`config.mk`:
```
export PLATFORM = sky130hd
export DESIGN_NAME = pipe_ctrl
export DESIGN_NICKNAME = d
export VERILOG_FILES = /design/src/rtl/pipe_ctrl_pkg.sv /design/src/rtl/pipe_ctrl_mdu_seq.sv /design/src/rtl/pipe_ctrl.sv
export SDC_FILE = /design/constraint.sdc
export NUM_CORES = 1
export LEC_CHECK = 0
export BUFFER_PORTS_ARGS = -buffer_cell sky130_fd_sc_hd__buf_2
export CAP_MARGIN = 0
export CORE_MARGIN = 1.5
export CORE_UTILIZATION = 58
export DETAILED_ROUTE_END_ITERATION = 12
export PLACE_DENSITY = 0.85
export SYNTH_ARGS = -nofsm -noshare
export SYNTH_HDL_FRONTEND = slang
export SYNTH_HIERARCHICAL = 1
export SYNTH_SLANG_ARGS = --single-unit
```
`constraint.sdc`:
```
create_clock -name clk -period 6.8 [get_ports clk]
set_clock_uncertainty 0.2 [all_clocks]
set_input_delay 0.34 -clock clk [delete_from_list [all_inputs] [get_ports clk]]
set_output_delay 0.34 -clock clk [all_outputs]
set_load 0.01 [all_outputs]
```
`src/rtl/pipe_ctrl_pkg.sv`:
```
// ============================================================================
// Module  : pipe_ctrl_pkg
// Brief   : Shared stall-bus encodings and MDU sequencer state codes.
// Revision: 1.0 - initial release
// ============================================================================
`default_nettype none

package pipe_ctrl_pkg;

  localparam int MDU_CNT_W = 6;

  typedef logic [5:0] stall_bus_t;

  localparam logic STOP    = 1'b1;
  localparam logic NO_STOP = 1'b0;

  localparam logic [1:0] MDU_IDLE = 2'd0;
  localparam logic [1:0] MDU_BUSY = 2'd1;
  localparam logic [1:0] MDU_DONE = 2'd2;

  localparam stall_bus_t STALL_NONE = 6'b000000;
  localparam stall_bus_t STALL_ID   = 6'b000111;
  localparam stall_bus_t STALL_EX   = 6'b001111;
  localparam stall_bus_t STALL_MEM  = 6'b011111;

  // Highest-priority source wins; the result is always a run of ones from bit 0.
  function automatic stall_bus_t encode_stall(input logic mem, input logic ex,
                                              input logic id);
    stall_bus_t v;
    v = STALL_NONE;
    if (mem)     v = STALL_MEM;
    else if (ex) v = STALL_EX;
    else if (id) v = STALL_ID;
    return v;
  endfunction

endpackage

`default_nettype wire

```
`src/rtl/pipe_ctrl_mdu_seq.sv`:
```
// ============================================================================
// Module  : mdu_seq
// Brief   : Multi-cycle MDU sequencer: holds EX for a programmed cycle count.
// Revision: 1.0 - initial release
// ============================================================================
`default_nettype none

module mdu_seq
  import pipe_ctrl_pkg::*;
#(
  parameter int CNT_W = MDU_CNT_W
) (
  input  logic             clk,
  input  logic             rst,
  input  logic             mdu_start,
  input  logic [CNT_W-1:0] mdu_cycles,
  input  logic             stallreq_ex,
  input  logic             stallreq_mem,
  output logic             mdu_stall,
  output logic             mdu_busy,
  output logic             mdu_done
);

  logic [1:0]       state;
  logic [CNT_W-1:0] cnt;
  logic             start_acc;

  assign start_acc = (state == MDU_IDLE) && mdu_start;
  assign mdu_stall = (state == MDU_BUSY) || start_acc;
  assign mdu_busy  = mdu_stall;
  assign mdu_done  = (state == MDU_DONE);

  always_ff @(posedge clk) begin
    if (rst) begin
      state <= MDU_IDLE;
      cnt   <= '0;
    end else begin
      case (state)
        MDU_IDLE: begin
          if (mdu_start) begin
            // Start cycle is stalled cycle 1; a count of 0 behaves like 1.
            if (mdu_cycles <= CNT_W'(1)) begin
              state <= MDU_DONE;
              cnt   <= '0;
            end else begin
              state <= MDU_BUSY;
              cnt   <= mdu_cycles - CNT_W'(1);
            end
          end
        end
        MDU_BUSY: begin
          cnt <= cnt - CNT_W'(1);
          if (cnt == CNT_W'(1)) state <= MDU_DONE;
        end
        MDU_DONE: begin
          // EX cannot retire the result while either later stall holds it.
          if (!stallreq_mem && !stallreq_ex) state <= MDU_IDLE;
        end
        default: begin
          state <= MDU_IDLE;
          cnt   <= '0;
        end
      endcase
    end
  end

endmodule

`default_nettype wire

```
`src/rtl/pipe_ctrl.sv`:
```
// ============================================================================
// Module  : pipe_ctrl
// Brief   : Pipeline stall priority encoder, MDU sequencing and stall counter.
// Revision: 1.0 - initial release
// ============================================================================
`default_nettype none

module pipe_ctrl
  import pipe_ctrl_pkg::*;
#(
  parameter int CNT_W  = MDU_CNT_W,
  parameter int PERF_W = 32
) (
  input  logic              clk,
  input  logic              rst,
  input  logic              stallreq_id,
  input  logic              stallreq_ex,
  input  logic              stallreq_mem,
  input  logic              mdu_start,
  input  logic [CNT_W-1:0]  mdu_cycles,
  output logic [5:0]        stall,
  output logic              mdu_busy,
  output logic              mdu_done,
  output logic [PERF_W-1:0] stall_cycles
);

  logic mdu_stall;

  mdu_seq #(
    .CNT_W (CNT_W)
  ) u_mdu_seq (
    .clk          (clk),
    .rst          (rst),
    .mdu_start    (mdu_start),
    .mdu_cycles   (mdu_cycles),
    .stallreq_ex  (stallreq_ex),
    .stallreq_mem (stallreq_mem),
    .mdu_stall    (mdu_stall),
    .mdu_busy     (mdu_busy),
    .mdu_done     (mdu_done)
  );

  always_comb begin
    stall = encode_stall(stallreq_mem, stallreq_ex || mdu_stall, stallreq_id);
  end

  always_ff @(posedge clk) begin
    if (rst) begin
      stall_cycles <= '0;
    end else if ((stall != STALL_NONE) && (stall_cycles != '1)) begin
      stall_cycles <= stall_cycles + PERF_W'(1);
    end
  end

endmodule

`default_nettype wire
```
# Yosys cells after proc, flatten, opt, wreduce, memory -nomap -nowiden
# Cells that the tools add are included.
dict set report op_classes {
  n_eq_ne 7
  n_reduce_logical 11
  n_lt_le_gt_ge 1
  mux 11
  bitwise 1
  addsub 3
}
# operator n
set op_table {}
lappend op_table {{32-bit by 1-bit adder with 32-bit output (second input constant)} 1}
lappend op_table {{32-bit != test (second input constant)} 1}
lappend op_table {{6-bit one-hot mux with 3 select lines} 1}
lappend op_table {{6-bit two-way mux} 2}
lappend op_table {{6-bit by 1-bit subtractor with 6-bit output (second input constant)} 2}
lappend op_table {{2-bit two-way mux} 4}
lappend op_table {{6-bit by 1-bit == test with 1-bit output (second input constant)} 1}
lappend op_table {{6-bit by 1-bit <= comparator with 1-bit output (second input constant)} 1}
lappend op_table {{2-bit one-hot mux with 3 select lines} 1}
lappend op_table {{6-bit nonzero test} 1}
lappend op_table {{5-bit two-way mux} 1}
lappend op_table {{4-bit two-way mux} 1}
lappend op_table {{2-bit != test (second input constant)} 2}
lappend op_table {{1-bit logical AND} 3}
lappend op_table {{3-bit two-way mux} 1}
lappend op_table {{3-bit AND reduction} 1}
lappend op_table {{2-bit by 1-bit == test with 1-bit output (second input constant)} 1}
lappend op_table {{2-bit == test (second input constant)} 1}
lappend op_table {{1-bit zero test} 2}
lappend op_table {{2-bit zero test} 1}
lappend op_table {{1-bit logical OR} 2}
lappend op_table {{2-bit by 1-bit != test with 1-bit output (second input constant)} 1}
lappend op_table {{2-bit AND reduction} 1}
lappend op_table {{1-bit NOT} 1}
dict set report totals {
  elab_cells 37
  output_inout_bits 40
  inputBits 12
  register_bits 40
}

# Longest topological paths before layout
# Gate-level depths: netlist (run 1).
dict set report logic_depth {
  ltp_word 8
  ltp_mapped 12
  depth_no_buf 9
}

# Cells and area by module
# The synthesis (run 1) kept the hierarchy.
# module seq_area_each_um2 instances cells_per_inst area_each_um2
set by_module_without_submodules {}
lappend by_module_without_submodules {pipe_ctrl 640.6 1 208 1685.4}
lappend by_module_without_submodules {mdu_seq 160.2 1 78 604.3}

# Worst setup path after synthesis (run 1)
# No wires, ideal clock.
dict set report synth_timing {
  path_type {register -> register}
  start {register u_mdu_seq.state[0]}
  end {register stall_cycles[13]}
  path_buffers 2
  t_arrival_ns 2.467
  setup_slack_ns 4.062
  stages_incl_launch_ff 12
  t_required_ns 6.530
  setup_time_ns 0.070
  period_less_slack_ns 2.738
  path_cell_list {dfxtp_1 -> buf_2 -> nor2_1 -> nor2_1 -> buf_4 -> or3_1 -> nor2_1 -> inv_2 -> nand4_1 -> or3_1 -> or4_1 -> a21oi_1}
}
dict set report synth_via {
  elab_chain_len 8
  elab_cells_between_ends 9
  classes_between {eq/ne: 1; mux: 2; reduce/logical: 6}
}
# element line_no
set synth_rtl {}
lappend synth_rtl {{from (decl)} pipe_ctrl_mdu_seq.sv:24} ;# logic [1:0] state;
lappend synth_rtl {{from (signal assigned)} pipe_ctrl_mdu_seq.sv:35} ;# state <= MDU_IDLE;
lappend synth_rtl {{from (signal assigned)} pipe_ctrl_mdu_seq.sv:43} ;# state <= MDU_DONE;
lappend synth_rtl {{from (signal assigned)} pipe_ctrl_mdu_seq.sv:46} ;# state <= MDU_BUSY;
lappend synth_rtl {{2-bit zero test} pipe_ctrl_mdu_seq.sv:28} ;# assign start_acc = (state == MDU_IDLE) && mdu_start;
lappend synth_rtl {{1-bit logical AND} pipe_ctrl_mdu_seq.sv:28}
lappend synth_rtl {{1-bit logical OR (*)} pipe_ctrl_mdu_seq.sv:29} ;# assign mdu_stall = (state == MDU_BUSY) || start_acc;
lappend synth_rtl {{net mdu_busy} pipe_ctrl.sv:22} ;# output logic mdu_busy,
lappend synth_rtl {{1-bit logical OR (*)} pipe_ctrl.sv:44} ;# stall = encode_stall(stallreq_mem, stallreq_ex || mdu_stall, stallreq_id);
lappend synth_rtl {{4-bit two-way mux (*)} pipe_ctrl_pkg.sv:32} ;# else if (ex) v = STALL_EX;
lappend synth_rtl {{5-bit two-way mux (*)} pipe_ctrl_pkg.sv:31} ;# if (mem) v = STALL_MEM;
lappend synth_rtl {{net stall[3]} pipe_ctrl.sv:21} ;# output logic [5:0] stall,
lappend synth_rtl {{6-bit nonzero test (*)} pipe_ctrl.sv:50} ;# end else if ((stall != STALL_NONE) && (stall_cycles != '1)) begin
lappend synth_rtl {{1-bit logical AND (*)} pipe_ctrl.sv:50}
lappend synth_rtl {{to (signal assigned)} pipe_ctrl.sv:51} ;# stall_cycles <= stall_cycles + PERF_W'(1);
lappend synth_rtl {{to (decl)} pipe_ctrl.sv:24} ;# output logic [PERF_W-1:0] stall_cycles
# Mark *: on every way through the listed nets, which the timed path passes. The rest lies on a longest branch.
# A chain may end at the register's enable or synchronous reset.

# Worst setup path in the final report (run 1)
dict set report layout_timing {
  start {register u_mdu_seq.state[0]}
  end {register stall_cycles[13]}
}
dict set report layout_via {
  elab_chain_len 8
  elab_cells_between_ends 9
  classes_between {eq/ne: 1; mux: 2; reduce/logical: 6}
}
# element line_no
set layout_rtl {}
lappend layout_rtl {{2-bit zero test} pipe_ctrl_mdu_seq.sv:28}
lappend layout_rtl {{1-bit logical AND} pipe_ctrl_mdu_seq.sv:28}
lappend layout_rtl {{1-bit logical OR (*)} pipe_ctrl_mdu_seq.sv:29}
lappend layout_rtl {{1-bit logical OR (*)} pipe_ctrl.sv:44}
lappend layout_rtl {{4-bit two-way mux (*)} pipe_ctrl_pkg.sv:32}
lappend layout_rtl {{5-bit two-way mux (*)} pipe_ctrl_pkg.sv:31}
lappend layout_rtl {{6-bit nonzero test (*)} pipe_ctrl.sv:50}
lappend layout_rtl {{1-bit logical AND (*)} pipe_ctrl.sv:50}
# Mark *: on every way between the ends. The rest lies on a longest branch, timed or not.

==> impl_metrics.py, run 1 <==
metrics = {
    "layout": {
        "layout-drive-gt1-share": 0.213,
        "fill_cells": 309,
        "antenna_cells": 0,
        "final_util": 0.708,
        "finalNetCount": 344,
        "final_common_cell": "buf_2",
        "final_cell_mix": "buf_2, dfxtp_1, nor2_1",
        "synthToLayoutAreaGrowth_pct": 15.0,
        "fin_cells": 376,
    },
    "sta": {
        "tightest_slew_ps": 789,
        "setup_viol": 0,
        "slew_viol_final": 0,
        "finalCritPeriodShare": 0.403,
        "max_freq_mhz": 365,
        "min_period_ps": 2740,
        "hold_viol": 0,
        "slew-limit-headroom": 0.474,
        "hold_ws_ps": 189,
        "rsz0062_at_grt": "no",
        "fin_setup_tns_ps": 0,
    },
    "power": {
        "ir_drop_uv": 182,
        "clkPwrFrac": 0.391,
        "p_switching_w": 0.000141,
        "power_density_nw_per_um2": 204,
        "p_comb_frac": 0.125,
        "p_int_w": 0.000395,
        "p_leak_nw": 1.02,
        "pwr-share-seq": 0.484,
        "p_sw_frac": 0.263,
    },
    "cts": {
        "numClockSinks": 40,
        "cts_resized": 0,
        "htreeDepth": 2,
        "ctsHoldBuffers": 0,
        "ctsRootBufferMaster": "clkbuf_8",
        "cts_inserted_buffers": 5,
        "post-cts-setup-buffers": 0,
        "clockBufferDepth": 2,
        "cts_tree": "yes",
        "clk_pin_slew_ps": 80,
        "insertion_delay_ps": 300,
    },
    "worst_setup_path": {
        "critical_path_class": "reg -> reg",
        "cp.required_ps": 6820,
        "r2r-start": "u_mdu_seq/state[0]",
        "reg2regPathDepth": 9,
        "path_buf_inv": 1,
        "path_max_fanout": 12,
        "crit_family": "simple AND/OR/NAND/NOR gates",
        "crit_start": "u_mdu_seq/state[0]",
        "cp_slowest_cell": "or3_1",
        "crit_chain": "nor2_1 -> nor2_1 -> or3_1 -> nor2_1 -> inv_2 -> nand4_1 -> or3_1 -> or4_1 -> a21oi_1",
        "max_stage_delay_ps": 540,
        "cp.depth": 9,
        "endpoint_kind": "flop",
        "crit_path_start_kind": "flop",
        "arrival_ps": 2760,
        "cpMostUsedCell": "nor2_1",
    },
    "detailed_routing": {
        "vias": 2260,
        "wl_met2_um": 2460,
        "wire_per_inst_um": 14.3,
        "firstDrtPassIters": 4,
        "wirelength_um": 5360,
        "drc": 0,
        "m1WireLength_um": 2460,
        "final_antenna_net_count": 0,
        "drt_iter0_drc": 177,
        "top_layer_used": "met4",
        "vias_per_cell": 6.01,
        "met3_length_um": 376,
    },
    "min_path": {
        "min_path_cells": 3,
        "hold_class": "in -> reg",
        "hold_start": "mdu_cycles[3]",
    },
    "floorplanning": {
        "io_pins": 52,
        "fp-row-count": 22,
        "dieHeight_um": 65.8,
        "start_util": 0.616,
        "die_width_um": 65.8,
        "core_region_area_um2": 3720,
        "fp.dieArea_um2": 4330,
    },
    "synth": {
        "synth-edff-count": 0,
        "syn_avg_cell_area_um2": 8.01,
        "yosys_warnings": 6,
        "syn_nets": 303,
        "syn-cell-area_um2": 2290,
        "synth_ff_type": "dfxtp_1",
        "ys_seq_elements": 40,
        "netlist-cell-type-count": 48,
        "async_flop_share": 0,
        "seq_area_frac_synth": 0.350,
        "syn_inst": 286,
    },
    "placement": {
        "dp_hpwl_um": 3770,
        "routabilityCongestion": 1.02,
        "placedCellCount": 368,
        "io_buffers": 50,
    },
    "status": {
        "status": "finished clean",
    },
    "grt": {
        "grt_max_degree": 47,
        "grt_first_pass_wirelength_um": 8790,
        "antenna_found_initial": 0,
        "grt_overflow_total": 0,
        "grt_usage": 0.261,
        "grt_pass1_vias": 1955,
    },
    "run": {
        "drv_cap": 0,
    },
}
## per-stage QoR
stage | instance area, um^2 | worst slack, ps | power [W]
finish | 2630 | 4060 | 0.000536
detailed placement | 2510 | 4110 | 0.000331
global placement | 2510 | 4240 | 0.000331
global route | 2630 | 3870 | 0.000563
CTS | 2630 | 4070 | 0.000538
floorplan | 2290 | 4060 | 0.000314
## power by group through the flow
stage / sequential, W / clock, W / combinational, W
after floorplan: 0.000261 / 0 / 0.0000533
after global placement: 0.000265 / 0 / 0.0000658
after detailed placement: 0.000265 / 0 / 0.0000662
after CTS: 0.000259 / 0.000212 / 0.0000664
after global routing: 0.000263 / 0.000224 / 0.0000763
final: 0.000260 / 0.000210 / 0.0000668
## layer usage
metal,GRT usage,vias to the layer above
met1,0.350,1040
met4,0.0885,0
li1,-,1135
met3,0.0784,6
met5,0,-
met2,0.399,79
## cell families (layout without fill, tap and decap cells)
logic type / Yosys count / after routing / share of synthesized area
and+or+nand+nor: 133 / 133 / 0.332
AOI/OAI and AO/OA: 65 / 65 / 0.171
DFF: 40 / 40 / 0.350
buffers and inverters: 27 / 69 / 0.0568
xor gates and xnor gates: 11 / 11 / 0.0421
adders and majority gates: 5 / 5 / 0.0273
muxes: 4 / 4 / 0.0197
other: 1 / 1 / 0.00164
## worst min-delay path, stage by stage
cell	delay, ps
buf_2	100
xnor2_1	120
o21ai_0	70
## sequential cells by signal, indices dropped and copies added (netlist names)
signal and cells:
u_mdu_seq/state 2, stall_cycles 32, u_mdu_seq/cnt 6
## cell usage after synthesis (2+ instances only)
cell type	instances	area, um^2
a211oi_1	4	30.0
a21oi_1	23	115
a31oi_1	3	18.8
and3_1	7	43.8
and4_1	5	43.8
buf_2	2	10.0
buf_4	5	37.5
clkbuf_1	8	30.0
dfxtp_1	40	801
ha_1	5	62.6
inv_1	10	37.5
mux2_2	4	45.0
nand2_1	16	60.1
nand2b_1	2	12.5
nand3_1	13	65.1
nand4_1	11	68.8
nor2_1	26	97.6
nor2b_1	6	37.5
nor3_1	11	55.1
nor3b_1	4	30.0
nor4_1	4	25.0
o21ai_0	19	95.1
o31ai_1	4	30.0
or3_1	16	100
or3_4	2	22.5
or4_1	5	37.5
xnor2_1	10	87.6
## path summary, 6_finish.rpt
kind                            slack [ps]               end
worst max-delay path                  4060  stall_cycles[13]
worst min-delay path                   190  u_mdu_seq/cnt[3]
worst max register to register        4060  stall_cycles[13]
worst min register to register         310  u_mdu_seq/cnt[4]
## area by class of cell
type,instances,area (um^2),share of cell area
Inverter,11,41.3,0.0157
Sequential cell,40,801,0.304
Multi-Input combinational cell,219,1360,0.516
Tap cell,48,60.1,0.0228
Clock buffer,6,82.6,0.0314
Timing Repair Buffer,50,250,0.0951
Clock inverter,2,38.8,0.0147
No activity file was read; power rests on OpenSTA's default activity.
==> run 2, diff against run 1 <==
CORE_UTILIZATION = 54   (was 58)
PLACE_DENSITY = 0.8   (was 0.85)
clock period = 2.6 ns   (was 6.8 ns; I/O delays follow)
==> impl_metrics.py, run 2 (synthesis results as in run 1) <==
metrics = {
    "detailed_routing": {
        "firstDrtPassIters": 4,
        "final_antenna_net_count": 0,
        "vias": 2308,
        "drt_iter0_drc": 179,
        "drc": 0,
        "wirelength_um": 5360,
        "vias_per_cell": 5.80,
        "wire_per_inst_um": 13.5,
    },
    "sta": {
        "rsz0062_at_grt": "no",
        "min_period_ps": 2380,
        "max_freq_mhz": 420,
        "slew-limit-headroom": 0.510,
        "tightest_slew_ps": 717,
        "hold_ws_ps": 8.56,
        "fin_setup_tns_ps": 0,
        "setup_viol": 0,
        "finalCritPeriodShare": 0.916,
        "slew_viol_final": 0,
        "hold_viol": 0,
    },
    "worst_setup_path": {
        "arrival_ps": 2400,
        "critical_path_class": "reg -> reg",
        "crit_chain": "nand4_2 -> or4_1 -> a211o_2 -> or3_1 -> a21oi_1",
        "endpoint_kind": "flop",
        "crit_path_start_kind": "flop",
        "path_max_fanout": 16,
        "max_stage_delay_ps": 550,
        "cp.required_ps": 2620,
        "cp_slowest_cell": "or4_1",
    },
    "cts": {
        "clk_pin_slew_ps": 70,
        "post-cts-setup-buffers": 0,
        "numClockSinks": 40,
        "htreeDepth": 2,
        "insertion_delay_ps": 290,
        "ctsRootBufferMaster": "clkbuf_8",
        "clockBufferDepth": 2,
        "cts_inserted_buffers": 5,
        "cts_tree": "yes",
    },
    "layout": {
        "multi_input_area_um2": 1370,
        "final_common_cell": "buf_2",
        "largest_reg_flops": 32,
        "synthToLayoutAreaGrowth_pct": 20.9,
        "antenna_cells": 0,
        "fill_cells": 347,
        "layout-drive-gt1-share": 0.253,
        "regArea_um2": 801,
        "final_util": 0.687,
        "final_area_um2": 2770,
        "regMostFlops": "stall_cycles",
        "finalNetCount": 365,
        "final_cell_mix": "buf_2, dfxtp_1, nor2_1",
        "reg_top3": "stall_cycles x32, u_mdu_seq/cnt x6, u_mdu_seq/state x2",
    },
    "grt": {
        "met1_usage": 0.339,
        "grt_busiest_layer": "met2",
        "grt_pass1_vias": 1921,
        "grt_overflow_total": 0,
        "grt_first_pass_wirelength_um": 8640,
        "grtUsageMet2": 0.371,
        "antenna_found_initial": 0,
        "grt_max_degree": 32,
        "grt_usage": 0.246,
        "grt_util_met3": 0.0641,
    },
    "placement": {
        "io_buffers": 50,
        "placed_area_um2": 2650,
        "routabilityCongestion": 0.844,
        "dp_hpwl_um": 4000,
    },
    "floorplanning": {
        "dieHeight_um": 68.1,
        "fp-row-count": 23,
        "fp.dieArea_um2": 4640,
        "io_pins": 52,
        "start_util": 0.568,
        "die_width_um": 68.1,
        "core_region_area_um2": 4030,
    },
    "power": {
        "clkPwrFrac": 0.306,
        "power_density_nw_per_um2": 456,
        "pwr-share-seq": 0.531,
        "p_sw_frac": 0.274,
        "p_comb_frac": 0.163,
        "p_switching_w": 0.000346,
        "ir_drop_uv": 491,
        "p_int_w": 0.000917,
        "p_leak_nw": 1.11,
    },
    "run": {
        "drv_cap": 0,
    },
    "min_path": {
        "hold_class": "in -> reg",
    },
    "status": {
        "status": "finished clean",
    },
}
-- run 2: cell type report --
type | instances | area share
clock buffers | 6 | 0.0262
repair buffers | 71 | 0.151
inverters | 11 | 0.0149
multi-input cells | 219 | 0.494
well taps | 50 | 0.0226
clock inverters | 1 | 0.00181
flip-flops and latches | 40 | 0.289
-- run 2: metrics by stage --
stage / total power [W] / setup slack, ps / std cells
finish: 0.00126 / 219 / 398
global route: 0.00133 / 68.7 / 398
CTS: 0.00127 / 168 / 398
detailed placement: 0.000880 / 204 / 387
global placement: 0.000873 / 212 / 387
floorplan: 0.000822 / 1.96 / 286
-- run 2: worst max-delay path, delay by kind of cell (launching register included) --
family | cells | cell delay, ps
DFF | 1 | 430
and+or+nand+nor | 3 | 1090
AOI/OAI and AO/OA | 2 | 580
-- run 2: power by group through the flow --
stage | sequential (W) | combinational [W] | clock, W
finish | 0.000671 | 0.000206 | 0.000386
global route | 0.000675 | 0.000228 | 0.000427
CTS | 0.000670 | 0.000204 | 0.000396
detailed placement | 0.000683 | 0.000197 | 0
global placement | 0.000683 | 0.000190 | 0
floorplan | 0.000682 | 0.000140 | 0
-- run 2: final timing paths --
kind	end	cells past startpoint	slack, ps	start
worst max-delay path	stall_cycles[23]	5	220	stall_cycles[7]
worst min-delay path	u_mdu_seq/cnt[2]	3	9	mdu_cycles[2]
worst max register to register	stall_cycles[23]	5	220	stall_cycles[7]
worst min register to register	stall_cycles[27]	2	300	stall_cycles[27]
-- run 2: repair_timing --
item	CTS	global route
hold endpoints to repair	3	0
resized for setup	0	1
hold buffers	4	0
endpoints found under the setup margin	0	8
-- run 2: routing by layer --
layer / part of all wire / wire length [um]
met5: 0 / 0
met4: 0.016 / 85
met3: 0.044 / 237
met2: 0.45 / 2410
met1: 0.49 / 2630
==> run 3, diff against run 2 <==
--- a/config.mk
+++ b/config.mk
@@ -12,3 +12,3 @@
 export DETAILED_ROUTE_END_ITERATION = 12
-export PLACE_DENSITY = 0.8
+export PLACE_DENSITY = 0.82
 export SYNTH_ARGS = -nofsm -noshare
--- a/constraint.sdc
+++ b/constraint.sdc
@@ -4,2 +4,2 @@
 set_output_delay 0.13 -clock clk [all_outputs]
-set_load 0.01 [all_outputs]
+set_load 0.02 [all_outputs]
==> impl_metrics.py, run 3 (synthesis results as in run 1) <==
metrics = {
    "status": {
        "status": "finished clean",
    },
    "floorplanning": {
        "dieHeight_um": 68.1,
        "io_pins": 52,
        "core_region_area_um2": 4030,
        "fp.dieArea_um2": 4640,
        "die_width_um": 68.1,
        "fp-row-count": 23,
        "start_util": 0.568,
    },
    "layout": {
        "final_common_cell": "buf_2",
        "regArea_um2": 802,
        "finalNetCount": 361,
        "final_area_um2": 2760,
        "reg_top3": "stall_cycles x32, u_mdu_seq/cnt x6, u_mdu_seq/state x2",
        "synthToLayoutAreaGrowth_pct": 20.7,
        "layout-drive-gt1-share": 0.252,
        "fill_cells": 348,
        "regMostFlops": "stall_cycles",
        "final_cell_mix": "buf_2, dfxtp_1, nor2_1",
        "largest_reg_flops": 32,
        "antenna_cells": 0,
        "multi_input_area_um2": 1380,
    },
    "power": {
        "p_total_w": 0.00130,
        "ir_drop_uv": 436,
        "power_density_nw_per_um2": 470,
        "p_leak_nw": 1.09,
    },
    "worst_setup_path": {
        "arrival_ps": 2420,
        "cp.required_ps": 2630,
        "reg2reg_setup_slack_ps": 210,
        "reg2regPathDepth": 5,
        "crit_path_start_kind": "input pin",
        "r2r-start": "stall_cycles[7]",
        "path_max_fanout": 16,
        "r2r_end": "stall_cycles[25]",
        "endpoint_kind": "flop",
        "critical_path_class": "in -> reg",
    },
    "sta": {
        "slew-limit-headroom": 0.565,
        "tightest_slew_ps": 636,
        "rsz0062_at_grt": "no",
        "setup_viol": 0,
        "worst_slack_ps": 211,
        "finalCritPeriodShare": 0.919,
        "min_period_ps": 2390,
        "hold_ws_ps": 41.4,
        "hold_viol": 0,
        "fin_setup_tns_ps": 0,
        "slew_viol_final": 0,
        "max_freq_mhz": 419,
    },
    "cts": {
        "ctsRootBufferMaster": "clkbuf_8",
        "cts_tree": "yes",
        "insertion_delay_ps": 300,
        "clk_pin_slew_ps": 80,
        "numClockSinks": 40,
        "htreeDepth": 2,
        "cts_inserted_buffers": 5,
        "clockBufferDepth": 2,
        "post-cts-setup-buffers": 0,
    },
    "grt": {
        "grt_overflow_total": 0,
        "grt_usage": 0.244,
        "antenna_found_initial": 0,
        "grt_first_pass_wirelength_um": 8780,
        "grt_max_degree": 26,
        "grt_pass1_vias": 2040,
    },
    "detailed_routing": {
        "wirelength_um": 5540,
        "vias": 2337,
        "drc": 0,
        "drt_iter0_drc": 179,
        "wire_per_inst_um": 14.0,
        "vias_per_cell": 5.92,
        "firstDrtPassIters": 4,
        "final_antenna_net_count": 0,
    },
    "placement": {
        "routabilityCongestion": 0.884,
        "dp_hpwl_um": 3990,
        "pre_cts_slack_ps": 194,
        "placed_area_um2": 2620,
        "io_buffers": 50,
    },
    "min_path": {
        "hold_start": "mdu_cycles[0]",
        "hold_class": "in -> reg",
        "worstHoldEndpoint": "u_mdu_seq/cnt[0]",
        "min_path_cells": 3,
    },
    "run": {
        "drv_cap": 0,
    },
}
run 3: critical path, stage by stage:
cell and delay, ps:
dlygate4sd3_1 530, buf_2 120, nor2_1 50, nor2_2 120
or3_4 130, nor2_2 50, inv_4 100, nand4_1 220
a211o_2 440, or3_1 370, a21oi_1 150
run 3: routing by layer:
layer  GRT usage  share of wire
met3      0.0510          0.050
met4      0.0950         0.0083
met2       0.397           0.47
met1       0.316           0.47
met5           0              0
run 3: worst max-delay path by stage:
stage	slack, ps	to	cells after the start	from
after floorplan	10	stall_cycles[13]	11	u_mdu_seq/state[0]
after global placement	270	stall_cycles[23]	9	u_mdu_seq/state[0]
after detailed placement	190	stall_cycles[25]	5	stall_cycles[7]
after CTS	160	stall_cycles[29]	11	mdu_start
after global routing	30	stall_cycles[13]	11	mdu_start
final	210	stall_cycles[25]	11	mdu_start
run 3: area by class of cell:
class,count,area share
timing repair buffer,67,0.142
tap,50,0.0226
clock inverter,3,0.00679
sequential,40,0.290
inverter,11,0.0158
clock buffer,5,0.0249
multi-input combinational,219,0.498
run 3: repair_timing:
item                                    in CTS  in global routing
hold buffers                                 6                  0
endpoints found under the setup margin       0                  8
endpoints found under the hold margin        5                  0
resized for setup                            0                  1
run 3: stage by stage:
stage / instances / util
after floorplan: 286 / -
after global placement: 381 / 0.649
after detailed placement: 381 / 0.649
after CTS: 395 / 0.686
after global routing: 395 / 0.686
final: 395 / 0.686
run 3: power by group:
| group | internal (W) | switching [W] | total [W] | leakage [nW] |
|---|---|---|---|---|
| clock network | 0.000187 | 0.000225 | 0.000412 | 0.0479 |
| registers | 0.000642 | 0.0000367 | 0.000679 | 0.325 |
| logic | 0.0000921 | 0.000116 | 0.000208 | 0.720 |
